===== src/rtl/prog_loader.sv =====
// Serial bootstrap loader: receives a big-endian word-count header plus data words over
// an 8N1 UART line, writes them into program RAM from address 0, and holds the CPU until done.
module prog_loader #(
    parameter int CLKS_PER_BIT = 434,
    parameter int DEPTH        = 256
) (
    input  logic        clk,
    input  logic        rst,
    input  logic        rx,
    output logic [15:0] ld_addr,
    output logic [15:0] ld_data,
    output logic        ld_wren,
    output logic        cpu_hold,
    output logic        done,
    output logic        err,
    output logic [15:0] words_loaded
);

    localparam int CNT_W = $clog2(CLKS_PER_BIT);
    localparam logic [CNT_W-1:0] HALF_LAST = CNT_W'(CLKS_PER_BIT / 2 - 1);
    localparam logic [CNT_W-1:0] BIT_LAST  = CNT_W'(CLKS_PER_BIT - 1);
    localparam logic [16:0]      DEPTH_W   = 17'(DEPTH);

    localparam logic [1:0] RX_IDLE  = 2'd0;
    localparam logic [1:0] RX_START = 2'd1;
    localparam logic [1:0] RX_DATA  = 2'd2;
    localparam logic [1:0] RX_STOP  = 2'd3;

    localparam logic [2:0] HDR_HI = 3'd0;
    localparam logic [2:0] HDR_LO = 3'd1;
    localparam logic [2:0] DAT_HI = 3'd2;
    localparam logic [2:0] DAT_LO = 3'd3;
    localparam logic [2:0] WRITE  = 3'd4;
    localparam logic [2:0] DONE   = 3'd5;
    localparam logic [2:0] ERR    = 3'd6;

    logic             rx_meta;
    logic             rx_sync;
    logic [1:0]       rx_state;
    logic [CNT_W-1:0] clk_cnt;
    logic [2:0]       bit_idx;
    logic [7:0]       shift;
    logic [7:0]       rx_byte;
    logic             byte_valid;
    logic             frame_err;

    logic [2:0]       ld_state;
    logic [7:0]       n_hi;
    logic [15:0]      n_words;
    logic [7:0]       data_hi;
    logic             terminal;

    // NOTE: every clocked block below uses non-blocking (<=) assignments so that all
    // registers sample their inputs from the same edge; blocking (=) here would make the
    // second synchroniser flop see the first flop's new value and collapse the chain.
    // Reset to 1 so an idle line does not look like a start bit coming out of reset.
    always_ff @(posedge clk or posedge rst) begin
        if (rst) begin
            rx_meta <= 1'b1;
            rx_sync <= 1'b1;
        end else begin
            rx_meta <= rx;
            rx_sync <= rx_meta;
        end
    end

    always_ff @(posedge clk or posedge rst) begin
        if (rst) begin
            rx_state   <= RX_IDLE;
            clk_cnt    <= '0;
            bit_idx    <= '0;
            shift      <= '0;
            rx_byte    <= '0;
            byte_valid <= 1'b0;
            frame_err  <= 1'b0;
        end else begin
            byte_valid <= 1'b0;
            frame_err  <= 1'b0;
            case (rx_state)
                RX_IDLE: begin
                    clk_cnt <= '0;
                    if (!rx_sync) rx_state <= RX_START;
                end
                RX_START: begin
                    if (clk_cnt == HALF_LAST) begin
                        clk_cnt  <= '0;
                        bit_idx  <= '0;
                        rx_state <= rx_sync ? RX_IDLE : RX_DATA;
                    end else begin
                        clk_cnt <= clk_cnt + 1'b1;
                    end
                end
                RX_DATA: begin
                    if (clk_cnt == BIT_LAST) begin
                        clk_cnt <= '0;
                        shift   <= {rx_sync, shift[7:1]};
                        bit_idx <= bit_idx + 1'b1;
                        if (bit_idx == 3'd7) rx_state <= RX_STOP;
                    end else begin
                        clk_cnt <= clk_cnt + 1'b1;
                    end
                end
                RX_STOP: begin
                    if (clk_cnt == BIT_LAST) begin
                        clk_cnt  <= '0;
                        rx_state <= RX_IDLE;
                        if (rx_sync) begin
                            rx_byte    <= shift;
                            byte_valid <= 1'b1;
                        end else begin
                            frame_err <= 1'b1;
                        end
                    end else begin
                        clk_cnt <= clk_cnt + 1'b1;
                    end
                end
                default: rx_state <= RX_IDLE;
            endcase
        end
    end

    assign terminal = (ld_state == DONE) || (ld_state == ERR);

    // ld_wren is registered on entry to WRITE, so it is high for exactly the WRITE cycle.
    always_ff @(posedge clk or posedge rst) begin
        if (rst) begin
            ld_state     <= HDR_HI;
            n_hi         <= '0;
            n_words      <= '0;
            data_hi      <= '0;
            ld_addr      <= '0;
            ld_data      <= '0;
            ld_wren      <= 1'b0;
            words_loaded <= '0;
            cpu_hold     <= 1'b1;
            done         <= 1'b0;
            err          <= 1'b0;
        end else begin
            ld_wren <= 1'b0;
            case (ld_state)
                HDR_HI: begin
                    if (byte_valid) begin
                        n_hi     <= rx_byte;
                        ld_state <= HDR_LO;
                    end
                end
                HDR_LO: begin
                    if (byte_valid) begin
                        n_words <= {n_hi, rx_byte};
                        if ({n_hi, rx_byte} == 16'd0) begin
                            ld_state <= DONE;
                            done     <= 1'b1;
                            cpu_hold <= 1'b0;
                        end else if ({1'b0, n_hi, rx_byte} > DEPTH_W) begin
                            ld_state <= ERR;
                            err      <= 1'b1;
                        end else begin
                            ld_state <= DAT_HI;
                        end
                    end
                end
                DAT_HI: begin
                    if (byte_valid) begin
                        data_hi  <= rx_byte;
                        ld_state <= DAT_LO;
                    end
                end
                DAT_LO: begin
                    if (byte_valid) begin
                        ld_addr  <= words_loaded;
                        ld_data  <= {data_hi, rx_byte};
                        ld_wren  <= 1'b1;
                        ld_state <= WRITE;
                    end
                end
                WRITE: begin
                    words_loaded <= words_loaded + 16'd1;
                    if (words_loaded == n_words - 16'd1) begin
                        ld_state <= DONE;
                        done     <= 1'b1;
                        cpu_hold <= 1'b0;
                    end else begin
                        ld_state <= DAT_HI;
                    end
                end
                default: ;
            endcase
            // A framing error overrides whatever the case above chose; the write in
            // progress (if any) has already reached the RAM and is still counted.
            if (frame_err && !terminal) begin
                ld_state <= ERR;
                err      <= 1'b1;
                done     <= 1'b0;
                cpu_hold <= 1'b1;
            end
        end
    end

endmodule


===== config.mk =====
export PLATFORM = sky130hd
export DESIGN_NAME = prog_loader
export DESIGN_NICKNAME = d
export VERILOG_FILES = /design/src/rtl/prog_loader.sv
export SDC_FILE = /design/constraint.sdc
export NUM_CORES = 1
export LEC_CHECK = 0
export BUFFER_PORTS_ARGS = -buffer_cell sky130_fd_sc_hd__buf_2
export CORE_ASPECT_RATIO = 1.1
export CORE_MARGIN = 5
export CORE_UTILIZATION = 45
export DETAILED_ROUTE_END_ITERATION = 12
export GPL_ROUTABILITY_DRIVEN = 0
export GPL_TIMING_DRIVEN = 0
export SLEW_MARGIN = 40
export SYNTH_ARGS = -nofsm -noshare
export SYNTH_HDL_FRONTEND = slang
export SYNTH_SLANG_ARGS = --single-unit

===== constraint.sdc =====
create_clock -name clk -period 7.9 [get_ports clk]
set_input_delay 1.975 -clock clk [delete_from_list [all_inputs] [get_ports clk]]
set_output_delay 1.975 -clock clk [all_outputs]
set_load 0.02 [all_outputs]

==> results.sh, run 1 <==
export IMPL_status="completed"
export IMPL_power_density_nw_per_um2=209
export IMPL_endpoint_kind="output pin"
export IMPL_worstSkewPairLatency_ns=0.41
export IMPL_dpl_worst_slack_ns=5.17
export IMPL_grt_max_degree=70
export IMPL_hold_viol=0
export IMPL_rsz0062_at_grt="no"
export IMPL_hp_start="rx_meta"
export IMPL_synth_edf_count=0
export IMPL_vdd_ir_drop_max_mv=0.144
export IMPL_cp_num_buf_inv=1
export IMPL_yosys_area_top_type_share_pct=53.0
export IMPL_cp_max_fo=7
export IMPL_overflow=0
export IMPL_min_path_type="flop to flop"
export IMPL_wire_per_inst_um=16.3
export IMPL_die_w_um=116
export IMPL_r2r_cells=6
export IMPL_yosys_area_share_adder_pct=1.57
export IMPL_holdPathStages=0
export IMPL_min_period_over_period_pct=38.9
export IMPL_dr_pass1_iters=4
export IMPL_fin_area_um2=6660
export IMPL_drv_slew=0
export IMPL_ctsLongestPathBuffers=2
export IMPL_setup_tns_ns=0
export IMPL_max_cap_viol_count=0
export IMPL_antenna_found_initial=0
export IMPL_yosysTopAreaCell="dfrtp_1"
export IMPL_fin_nets=534
export IMPL_wl_um=11200
export IMPL_synth_seq_cells=121
export IMPL_cts_hold_buf=0
export IMPL_crit_required_ns=5.93
export IMPL_vias=3686
export IMPL_crit_path_top_delay_cell="dfrtp_1"
export IMPL_initial_core_util_pct=46.1
export IMPL_final_common_cell="dfrtp_1"
export IMPL_netlist_cell_type_count=61
export IMPL_postCtsSetupBuffers=0
export IMPL_max_freq_ghz=0.325
export IMPL_grt_pass1_wl_um=19200
export IMPL_n_antenna_cell=0
export IMPL_tightest_slew_ns=0.782
export IMPL_cpPeakStageDelay_ns=0.48
export IMPL_drt_iter0_markers=217
export IMPL_die_h_um=127
export IMPL_final_core_util_pct=55.1
export IMPL_period_minus_slack_ns=3.08
export IMPL_syn_inst=450
export IMPL_yosys_area_share_simple_pct=11.9
export IMPL_setup_violations=0
export IMPL_yosysWarningCount=0
export IMPL_synth_top_family_by_area="multiplexers"
export IMPL_synth_compound_area_share_pct=6.86
export IMPL_path_cells="buf_2"
export IMPL_grt_total_usage_pct=16.7
export IMPL_clock_skew_final_ns=0.0101
export IMPL_seq_area_frac_synth_pct=54.5
export IMPL_r2r_slack_ns=5.26
export IMPL_h_tree_depth=4
export IMPL_total_power_w=0.00139
export IMPL_vias_per_cell=5.33
export IMPL_synthFlopType="dfrtp_1"
export IMPL_syn_to_final_growth_pct=19.6
export IMPL_relSlewSlack_pct=47.7
export IMPL_nFillCells=1059
export IMPL_muxShareOfSynthArea_pct=16.2
export IMPL_synth_xor_area_share_pct=7.22
export IMPL_tritoncts="built"
export IMPL_critPathArrivalTime_ns=1.10
export IMPL_grt_pass1_vias=3814
export IMPL_portBuffers=54
export IMPL_dpl_hpwl_um=7840
export IMPL_die_area_um2=14700
export IMPL_syn_nets=460
export IMPL_core_um2=12100
export IMPL_async_reset_ff_share_pct=100
export IMPL_final_cell_mix="118 x dfrtp_1, 79 x mux2_2, 54 x buf_2, 28 x nand2_1, 27 x nor2_1"
export IMPL_cts_resized=0
export IMPL_critPathKind="flop to output pin"
export IMPL_ant_nets=0
export IMPL_layout_setup_ws_ns=4.82
export IMPL_ioPinCount=55
export IMPL_cts_clk_slew_worst_paths_ns=0.06
export IMPL_syn_area_um2=5570
export IMPL_hold_end="rx_sync"
export IMPL_synth_area_leaders="dfrtp_1 53%, mux2_2 16%, xnor2_1 3.3%"
export IMPL_worst_r2r_endpoint="ld_state[2]"
export IMPL_drive_gt1_share_pct=34.8
export IMPL_crit_family="flip-flops"
export IMPL_crit_path_start_kind="flop"
export IMPL_r2r_start="n_words[5]"
export IMPL_synth_area_per_cell_um2=12.4
export IMPL_cts_sinks=121
export IMPL_drc_errors=0
export IMPL_rows=42
export IMPL_cts_buffers=17
export IMPL_place_area_um2=6070
export IMPL_clock_root_buffer="clkbuf_16"
export IMPL_p_leak_nw=3.36
[metal layers]
layer | wire length, µm | track usage, % | share of wire, %
met3 | 464 | 4.10 | 4.1
met1 | 4890 | 21.3 | 44
met2 | 5660 | 26.9 | 50
met5 | 0 | 0 | 0
met4 | 212 | 7.37 | 1.9
[worst max-delay path by stage]
stage | cells after the start | slack [ns] | start | end
4_1_cts | 1 | 4.79 | words_loaded[6] | words_loaded[6]
5_1_grt | 1 | 4.74 | words_loaded[6] | words_loaded[6]
3_3_place_gp | 2 | 1.41 | rst | ld_data[9]
6_report | 1 | 4.82 | words_loaded[6] | words_loaded[6]
3_5_place_dp | 3 | 5.17 | rst | rx_meta
2_1_floorplan | 1 | 2.72 | rst | asynchronous set/reset pin
[state kept, by name (all words and copies together) (netlist names), 3 cells and up, named ones only]
signal        count
bit_idx           3
clk_cnt           9
data_hi           8
ld_addr          16
ld_data          16
ld_state          3
n_hi              8
n_words          16
rx_byte           8
shift             8
words_loaded     16
[area by class of cell]
cell class	count	area (µm²)	share of cell area, %
clock buffers	18	439	6.59
plain buffers	15	56.3	0.845
inverters	12	52.6	0.789
well taps	154	193	2.89
repair buffers	55	298	4.47
clock inverters	14	149	2.24
flip-flops and latches	121	3030	45.5
multi-input cells	302	2440	36.7
[power by group]
group	internal, W	leakage [nW]	switching [W]
logic	0.00000218	1.42	0.0000124
clock network	0.000473	0.279	0.000284
registers	0.000621	1.67	0.000000334
total	0.00110	3.36	0.000297
[synthesized netlist by cell type (3+ instances only)]
library cell and n:
dfrtp_1 118, mux2_2 79, nand2_1 28, nor2_1 28
xnor2_1 21, xor2_1 19, clkbuf_1 15, inv_1 12
o21ai_0 12, nand3_1 9, a21oi_1 7, ha_1 7
nand4_1 7, nor2b_1 7, nor4_1 6, and3_1 5
nor3_1 5, a31oi_1 4, and2_1 3, dfstp_2 3
nor4bb_1 3, o31ai_1 3
[per-stage QoR]
stage,cells,hold slack (ns)
floorplan,450,0.345
finish,691,0.359
global route,691,0.366
global placement,658,0.345
detailed placement,659,0.354
CTS,691,0.361
[cell families after synthesis]
family	after synthesis
AO/OA/AOI/OAI	53
XOR/XNOR	42
adder cells (fa/ha/maj)	7
buffers and inverters	27
flip-flops	121
multiplexers	80
AND/OR/NAND/NOR	120
(Power assumes the default switching activity.)
==> inputs of run 2 (changes only) <==
--- a/config.mk
+++ b/config.mk
@@ -12,6 +12,7 @@
 export DETAILED_ROUTE_END_ITERATION = 12
 export GPL_ROUTABILITY_DRIVEN = 0
 export GPL_TIMING_DRIVEN = 0
+export PLACE_DENSITY = 0.66
 export SLEW_MARGIN = 40
 export SYNTH_ARGS = -nofsm -noshare
 export SYNTH_HDL_FRONTEND = slang
==> constraint.sdc (replaced) <==
create_clock -name clk -period 2.8 [get_ports clk]
set_input_delay 0.7 -clock clk [delete_from_list [all_inputs] [get_ports clk]]
set_output_delay 0.7 -clock clk [all_outputs]
set_load 0.02 [all_outputs]
==> run 2 against run 1 <==
Flip-flop and latch count stayed put. Final area is 1.8% higher. Die area stayed put. Non-clock buffer count is 4 higher. Critical path depth is 5 higher. First-iteration DRC count is 37% lower. Core utilization is 0.97 points higher. Worst hold slack worse by 0.12 ns. Sequential share of layout area is 0.79 points lower. Worst setup slack worse by 4.7 ns. Critical path type is now flop to flop.
==> results.sh, run 2 (same netlist as run 1, synthesis figures left out) <==
export IMPL_crit_path_start_kind="flop"
export IMPL_r2r_cells=6
export IMPL_initial_core_util_pct=46.1
export IMPL_total_power_w=0.00404
export IMPL_min_period_over_period_pct=95.2
export IMPL_drc_errors=0
export IMPL_cts_buffers=17
export IMPL_drive_gt1_share_pct=35.3
export IMPL_layout_setup_ws_ns=0.135
export IMPL_cts_resized=0
export IMPL_p_leak_nw=3.40
export IMPL_grt_total_usage_pct=16.7
export IMPL_clock_root_buffer="clkbuf_16"
export IMPL_p_int_w=0.00320
export IMPL_r2r_start="n_words[5]"
export IMPL_die_area_um2=14700
export IMPL_syn_to_final_growth_pct=21.8
export IMPL_dp_cells=663
export IMPL_min_path_type="input pin to asynchronous set/reset pin"
export IMPL_relSlewSlack_pct=46.6
export IMPL_crit_required_ns=3.13
export IMPL_dpl_worst_slack_ns=0.149
export IMPL_endpoint_kind="flop"
export IMPL_crit_path_top_delay_cell="or4_4"
export IMPL_cpPeakStageDelay_ns=0.60
export IMPL_seqPwrFrac_pct=43.4
export IMPL_final_common_cell="dfrtp_1"
export IMPL_cts_sinks=121
export IMPL_die_w_um=116
export IMPL_cp_startpoint="n_words[5]"
export IMPL_grt_pass1_wl_um=19600
export IMPL_setup_violations=0
export IMPL_dpl_hpwl_um=8140
export IMPL_power_switching_share_pct=20.8
export IMPL_die_h_um=127
export IMPL_grt_max_degree=28
export IMPL_cts_hold_buf=0
export IMPL_final_cell_mix="118 x dfrtp_1, 79 x mux2_2, 54 x buf_2, 28 x nand2_1, 27 x nor2_1"
export IMPL_crit_top_cell="or4_4"
export IMPL_ctsLongestPathBuffers=2
export IMPL_vdd_ir_drop_max_mv=0.474
export IMPL_tritoncts="built"
export IMPL_hold_viol=0
export IMPL_drt_iter0_markers=137
export IMPL_cts_clk_slew_worst_paths_ns=0.06
export IMPL_r2r_slack_ns=0.13
export IMPL_vias=3717
export IMPL_worst_r2r_endpoint="ld_state[0]"
export IMPL_grt_pass1_vias=3991
export IMPL_period_minus_slack_ns=2.67
export IMPL_vias_per_cell=5.35
export IMPL_p_switching_w=0.000842
export IMPL_instances_no_fill=695
export IMPL_path_cells="or4_4 > or4_4 > o31ai_2 > o21ai_1 > nor4_1 > a31o_1"
export IMPL_h_tree_depth=4
export IMPL_ant_nets=0
export IMPL_worstSkewPairLatency_ns=0.41
export IMPL_dr_pass1_iters=5
export IMPL_clock_skew_final_ns=0.00991
export IMPL_portBuffers=54
export IMPL_critPathArrivalTime_ns=3.00
export IMPL_met1_usage_pct=20.8
export IMPL_critPathCapture="ld_state[0]"
export IMPL_ioPinCount=55
export IMPL_met2_usage_pct=27.8
export IMPL_power_density_nw_per_um2=596
export IMPL_fin_nets=538
export IMPL_gr_max_usage_layer="met2"
export IMPL_rows=42
export IMPL_wl_um=11300
export IMPL_antenna_found_initial=0
export IMPL_met3_usage_pct=4.10
export IMPL_wire_per_inst_um=16.3
export IMPL_max_freq_ghz=0.375
export IMPL_rsz0062_at_grt="no"
export IMPL_status="completed"
export IMPL_cp_max_fo=7
export IMPL_n_antenna_cell=0
export IMPL_critPathKind="flop to flop"
export IMPL_nFillCells=1042
export IMPL_postCtsSetupBuffers=0
export IMPL_power_frac_clock_pct=55.2
export IMPL_tightest_slew_ns=0.799
export IMPL_max_cap_viol_count=0
export IMPL_p_comb_share_pct=1.4
export IMPL_core_um2=12100
export IMPL_drv_slew=0
export IMPL_overflow=0
==> run 2: cell types whose count changed in the layout (fill, tap and decap cells not counted) <==
| cell | before | now |
|---|---|---|
| buf_12 | 0 | 2 |
| buf_16 | 1 | 3 |
| bufinv_16 | 2 | 3 |
| clkinv_2 | 3 | 1 |
| clkinv_4 | 3 | 4 |
| clkinvlp_4 | 4 | 7 |
| inv_6 | 2 | 0 |
| inv_8 | 1 | 0 |
==> run 2: critical path: cells and delay by family, from the launching register on <==
kind,cells,cell delay (ns)
DFF,1,0.46
and+or+nand+nor,3,1.54
AOI/OAI and AO/OA,3,0.61
==> run 2: stage by stage <==
step                      area (µm²)  utilization (%)  hold slack [ns]  setup TNS, ns
final                           6780             56.1            0.236              0
after global routing            6780             56.1            0.242              0
after CTS                       6780             56.1            0.225              0
after detailed placement        6160             51.0            0.348              0
after global placement          6030             49.9            0.346          -7.14
after floorplan                 5570                -            0.345              0
==> run 2: how the worst min path moves through the flow <==
stage / to / slack [ns] / depth (start not counted)
final: done / 0.24 / 2
after global routing: done / 0.24 / 2
after CTS: done / 0.23 / 2
after detailed placement: rx_sync / 0.35 / 0
after global placement: rx_sync / 0.35 / 0
after floorplan: rx_sync / 0.35 / 0
==> run 2: power by group through the flow <==
stage	clock network, W	registers (W)	logic, W
after floorplan	0	0.00178	0.0000268
after detailed placement	0	0.00178	0.0000592
final	0.00223	0.00175	0.0000563
after global routing	0.00236	0.00175	0.0000656
after global placement	0	0.00178	0.0000365
after CTS	0.00226	0.00175	0.0000594
==> run 2: cell type report <==
| class | instances | area (µm²) | area share [%] |
|---|---|---|---|
| inverters | 12 | 48.8 | 0.720 |
| flip-flops and latches | 121 | 3030 | 44.7 |
| clock inverters | 14 | 175 | 2.58 |
| clock buffers | 18 | 439 | 6.48 |
| multi-input cells | 302 | 2440 | 36.0 |
| plain buffers | 15 | 56.3 | 0.831 |
| repair buffers | 59 | 393 | 5.80 |
| well taps | 154 | 193 | 2.84 |
==> run 2: routing by layer <==
layer,vias to the layer above,share of wire (%)
met5,-,0
met3,21,4.0
li1,1776,-
met2,94,50
met1,1826,44
met4,0,2.0
